--- src/rtl/sd_regset_pkg.sv ---
// Shared types and constants for the SD host configuration register set.
package sd_regset_pkg;

  typedef enum logic {
    IDLE = 1'b0,
    ACK  = 1'b1
  } regset_state_e;

  localparam logic [31:0] REGSET_VERSION = 32'h0001_0000;

  // Bit i set = register index i rejects writes.
  localparam logic [63:0] RO_MASK = 64'h0000_0000_0000_0001;

  localparam int PORT_HOST = 0;
  localparam int PORT_CORE = 1;

endpackage

--- src/rtl/sd_regset_arb.sv ---
// Two-port request arbiter with one-hot grant.
// REGSET_RR_ARB_EN selects round-robin; otherwise the host port has fixed priority.
module sd_regset_arb
  import sd_regset_pkg::*;
(
`ifdef REGSET_RR_ARB_EN
  input  logic       clk,
  input  logic       reset,
  input  logic       advance,
`endif
  input  logic [1:0] req,
  output logic [1:0] gnt
);

`ifdef REGSET_RR_ARB_EN
  logic ptr_q;
  logic ptr_d;

  // ptr_q names the port that wins a tie.
  always_comb begin
    gnt   = 2'b00;
    ptr_d = ptr_q;
    if (req == 2'b11) begin
      gnt[ptr_q] = 1'b1;
    end else begin
      gnt = req;
    end
    if (advance && (|gnt)) begin
      ptr_d = ~gnt[PORT_CORE];
    end
  end

  always_ff @(posedge clk) begin
    if (!reset) begin
      ptr_q <= 1'b0;
    end else begin
      ptr_q <= ptr_d;
    end
  end
`else
  always_comb begin
    gnt = 2'b00;
    if (req[PORT_HOST]) begin
      gnt[PORT_HOST] = 1'b1;
    end else if (req[PORT_CORE]) begin
      gnt[PORT_CORE] = 1'b1;
    end
  end
`endif

endmodule

--- src/rtl/sd_register_set.sv ---
// Two-port 64x32 configuration register file with arbitrated two-cycle accesses.
// Optional round-robin arbitration via REGSET_RR_ARB_EN (fixed priority otherwise).
//
// state | meaning
// IDLE  | waiting for a request; arbitrates, performs the access, latches results
// ACK   | drives ack/err/data_out for the granted port, then returns to IDLE
module sd_register_set
  import sd_regset_pkg::*;
#(
  parameter int ADDR_W   = 8,
  parameter int DATA_W   = 32,
  parameter int NUM_REGS = 64
) (
  input  logic              clk,
  input  logic              reset,
  input  logic [1:0]        req,
  input  logic              wnr,
  input  logic [ADDR_W-1:0] address,
  input  logic [DATA_W-1:0] data_in,
  output logic [1:0]        ack,
  output logic [DATA_W-1:0] data_out,
  output logic              err
);

  localparam int IDX_W = ADDR_W - 2;

  regset_state_e state_q, state_d;
  logic [1:0]        ack_q, ack_d;
  logic              err_q, err_d;
  logic [DATA_W-1:0] data_out_q, data_out_d;
  logic [DATA_W-1:0] regs_q [NUM_REGS];
  logic [DATA_W-1:0] regs_d [NUM_REGS];

  logic [1:0]       gnt;
  logic [IDX_W-1:0] idx;
  logic             misaligned;
  logic             read_only;

  assign idx        = address[ADDR_W-1:2];
  assign misaligned = (address[1:0] != 2'b00);
  assign read_only  = RO_MASK[idx];

`ifdef REGSET_RR_ARB_EN
  logic advance;
  assign advance = (state_q == IDLE) && (|req);

  sd_regset_arb u_arb (
    .clk     (clk),
    .reset   (reset),
    .advance (advance),
    .req     (req),
    .gnt     (gnt)
  );
`else
  sd_regset_arb u_arb (
    .req (req),
    .gnt (gnt)
  );
`endif

  always_comb begin
    state_d    = state_q;
    ack_d      = 2'b00;
    err_d      = 1'b0;
    data_out_d = data_out_q;
    regs_d     = regs_q;
    case (state_q)
      IDLE: begin
        if (|req) begin
          state_d = ACK;
          ack_d   = gnt;
          if (misaligned || (wnr && read_only)) begin
            err_d      = 1'b1;
            data_out_d = '0;
          end else if (wnr) begin
            regs_d[idx] = data_in;
            data_out_d  = data_in;
          end else begin
            data_out_d = regs_q[idx];
          end
        end
      end
      ACK: begin
        state_d = IDLE;
      end
      default: begin
        state_d = IDLE;
      end
    endcase
  end

  always_ff @(posedge clk) begin
    if (!reset) begin
      state_q    <= IDLE;
      ack_q      <= 2'b00;
      err_q      <= 1'b0;
      data_out_q <= '0;
      for (int i = 0; i < NUM_REGS; i++) begin
        regs_q[i] <= (i == 0) ? DATA_W'(REGSET_VERSION) : '0;
      end
    end else begin
      state_q    <= state_d;
      ack_q      <= ack_d;
      err_q      <= err_d;
      data_out_q <= data_out_d;
      regs_q     <= regs_d;
    end
  end

  assign ack      = ack_q;
  assign err      = err_q;
  assign data_out = data_out_q;

endmodule

--- config.mk ---
export PLATFORM = sky130hd
export DESIGN_NAME = sd_register_set
export DESIGN_NICKNAME = d
export VERILOG_FILES = /design/src/rtl/sd_regset_pkg.sv /design/src/rtl/sd_regset_arb.sv /design/src/rtl/sd_register_set.sv
export SDC_FILE = /design/constraint.sdc
export NUM_CORES = 2
export LEC_CHECK = 0
export ABC_AREA = 0
export CORE_UTILIZATION = 50
export DETAILED_ROUTE_END_ITERATION = 10
export PLACE_DENSITY = 0.68
export SYNTH_ARGS = -nofsm -noshare
export SYNTH_HDL_FRONTEND = slang
export SYNTH_SLANG_ARGS = --single-unit
export TNS_END_PERCENT = 1
--- constraint.sdc ---
create_clock -name clk -period 2.2 [get_ports clk]
set_input_delay 0.44 -clock clk [delete_from_list [all_inputs] [get_ports clk]]
set_output_delay 0.44 -clock clk [all_outputs]
set_load 0.005 [all_outputs]
==> flow_metrics.env <==
export IMPL_grt_antenna_before_repair=36
export IMPL_grt_pass1_wl_um=570000
export IMPL_slowest_stage="nand4_1"
export IMPL_die_h_um=434
export IMPL_synthToLayoutAreaGrowth_pct=20.6
export IMPL_ys_seq_area_share_pct=44.6
export IMPL_hold_viol=0
export IMPL_post_dp_cell_area_mm2=0.104
export IMPL_syn_inst=11200
export IMPL_synth_distinct_cells=71
export IMPL_arrival_ns=3.13
export IMPL_netlist_top_cells_area="dfxtp_1, nand2_1, a21boi_0"
export IMPL_clkSinkCount=2084
export IMPL_drt_iter0_markers=11700
export IMPL_ys_top_cells_by_count="nand2_1, dfxtp_1, a21boi_0, clkbuf_1, a21boi_1"
export IMPL_avgViaCountPerCell=6.24
export IMPL_seqPwrFrac_pct=45.3
export IMPL_synthFlopType="dfxtp_1"
export IMPL_rsz0062_at_grt="yes"
export IMPL_setup_worst_path_start="address[4]"
export IMPL_cts_inserted_buffers=216
export IMPL_vias=88300
export IMPL_crit_type="in -> reg"
export IMPL_r2r_start="regs_q[813]"
export IMPL_power_ir_vdd_worst_uv=800
export IMPL_internal_power_w=0.0628
export IMPL_grt_max_degree=140
export IMPL_crit_required_ns=2.99
export IMPL_synth_top_cell_area_share_pct=44.6
export IMPL_finClkSkew_ns=0.0546
export IMPL_dr_pass1_iters=9
export IMPL_die_area_mm2=0.189
export IMPL_top_level_ports=80
export IMPL_syn_nets=11300
export IMPL_violations="setup timing"
export IMPL_status="complete, but fails checks"
export IMPL_fin_crit_sh_pct=106
export IMPL_power_density_mw_per_mm2=739
export IMPL_startpoint_type="primary input"
export IMPL_setup_violations=168
export IMPL_synth_largest_area_cell="dfxtp_1"
export IMPL_final_nets=11500
export IMPL_syn_avg_cell_area_um2=8.33
export IMPL_synth_edf_count=0
export IMPL_postRouteAntennaNets=0
export IMPL_die_w_um=434
export IMPL_synth_most_common_cell="nand2_1"
export IMPL_cpMostUsedCell="buf_4"
export IMPL_hpwl_um=262000
export IMPL_crit_fanout=23
export IMPL_clkPwrFrac_pct=46.8
export IMPL_cts_tree="yes"
export IMPL_place_gp_congestion=1.06
export IMPL_whs_path_depth=3
export IMPL_fmax_ghz=0.428
export IMPL_grt_overflow_total=0
export IMPL_cp_depth=11
export IMPL_drt_total_wl_um=397000
export IMPL_syn_area_mm2=0.0935
export IMPL_critical_path_top_delay_family="buffers and inverters"
export IMPL_cts_buffer_depth=3
export IMPL_n_fill_cell=15700
export IMPL_pwr_share_comb_pct=7.9
export IMPL_tightest_slew_ns=1.04
export IMPL_r2r_cells=7
export IMPL_relSlewSlack_pct=29.9
export IMPL_switching_share_pct=24.7
export IMPL_endpoint_kind="register"
export IMPL_numPortBuffers=79
export IMPL_drc=0
export IMPL_maxCapViolations=0
export IMPL_wl_per_cell_um=28.1
export IMPL_fin_ws_ns=-0.136
export IMPL_hold_start="data_in[11]"
export IMPL_max_stage_delay_ns=0.44
export IMPL_grt_usage_pct=41.1
export IMPL_ys_ff_latch=2084
export IMPL_layout_drive_gt1_share_pct=16.4
export IMPL_leakagePower_nw=38.7
export IMPL_post_route_min_period_ns=2.34
export IMPL_slew_viol_final=0
export IMPL_cts_max_level=4
export IMPL_cts_root_buf="clkbuf_16"
export IMPL_fin_util_pct=60.8
export IMPL_cp_cell_sequence="buf_12, inv_4, buf_12, buf_4, a221oi_1, nor2_1, o21ai_0, buf_4, nand4_1, buf_4, o211a_1"
export IMPL_clk_latency_ns=0.90
export IMPL_start_util_pct=50.4
export IMPL_path_buf_inv=6
export IMPL_ys_warn_count=0
export IMPL_grt_pass1_vias=82800
export IMPL_cts_clk_slew_worst_paths_ns=0.06
export IMPL_design_core_area_mm2=0.186
export IMPL_power_switching_w=0.0206
export IMPL_hp_class="in -> reg"
export IMPL_row_count=158
export IMPL_stdcell_area_mm2=0.113
export IMPL_synthArstFlopShare_pct=0
tightest hold or removal path: stages:
cell	delay [ns]
buf_4	0.24
nand2_1	0.11
a21boi_0	0.06
flip-flops by register name, indices dropped and copies added (netlist names):
name and count:
err 1, regs_q 2048, state_q 1, data_out 32, ack 2
routing by layer:
metal | vias to the layer above | global-route usage (%) | wire (µm)
met5 | - | 0 | 140
met4 | 22 | 29.5 | 32200
met3 | 1207 | 9.35 | 45800
met2 | 5504 | 61.2 | 170000
met1 | 43100 | 52.3 | 149000
li1 | 38400 | - | -
per-stage QoR:
step | worst slack, ns | power [W] | hold slack [ns] | setup TNS (ns) | instances
global route | -0.165 | 0.0850 | 0.0276 | -4.69 | 14200
global placement | -1.19 | 0.0448 | 0.418 | -1187.50 | 13700
finish | -0.136 | 0.0834 | 0.0387 | -3.63 | 14200
detailed placement | -1.19 | 0.0449 | 0.426 | -1284.80 | 13700
floorplan | -0.0287 | 0.0416 | 0.406 | -0.149 | 11200
CTS | -0.0911 | 0.0832 | 0.00344 | -1.62 | 14100
layout by cell type, fill, tap and decap left out, types with 20 or more instances in the layout:
cell	instances
nand2_1	4201
dfxtp_1	2052
a21boi_0	1436
buf_4	796
a21boi_1	562
a221oi_1	298
buf_12	291
mux2i_1	252
clkbuf_16	217
mux4_2	190
nor2_1	179
a22oi_1	133
o21ai_0	128
nand3_1	61
clkbuf_8	60
a21oi_1	58
mux2_2	56
o22ai_1	52
clkbuf_1	44
clkinv_2	40
and2_1	35
dlygate4sd2_1	33
dfxtp_4	32
a22o_1	29
nor2_4	28
nor2_2	26
bufinv_16	21
o2111ai_1	20
final cells by class:
type	count	area [µm²]	area share, %
Clock inverter	82	1160	1.03
Clock buffer	320	6400	5.67
Timing Repair Buffer	1177	12700	11.2
Tap cell	2480	3100	2.75
Multi-Input combinational cell	7997	47500	42.2
Antenna cell	18	45.0	0.0399
Inverter	6	27.5	0.0244
Sequential cell	2084	41800	37.1
cells by family after synthesis:
kind of cell | Yosys count | synth area share, %
AOI/OAI and AO/OA | 2862 | 23.0
buffers and inverters | 1146 | 5.26
DFF | 2084 | 44.6
muxes | 507 | 8.05
and+or+nand+nor | 4628 | 19.0
worst paths after layout:
check,endpoint,slack [ns]
worst max-delay path,data_out[22],-0.14
worst min-delay path,regs_q[363],0.04
worst max register to register,data_out[13],-0.07
worst min register to register,regs_q[2032],0.45
repair_timing:
action	CTS	global route
pin swaps	6	7
resized for setup	179	278
endpoints found under the hold margin	95	0
setup endpoints to repair	1611	699
buffers inserted	11	2
cloned	3	1
hold buffers	12	0
power groups by stage:
stage	combinational, W	clock, W	sequential (W)
after floorplan	0.00292	0	0.0386
after global placement	0.00617	0	0.0387
after detailed placement	0.00620	0	0.0387
after CTS	0.00625	0.0391	0.0378
after global routing	0.00657	0.0407	0.0378
final	0.00655	0.0390	0.0378
(Power assumes the default switching activity.)
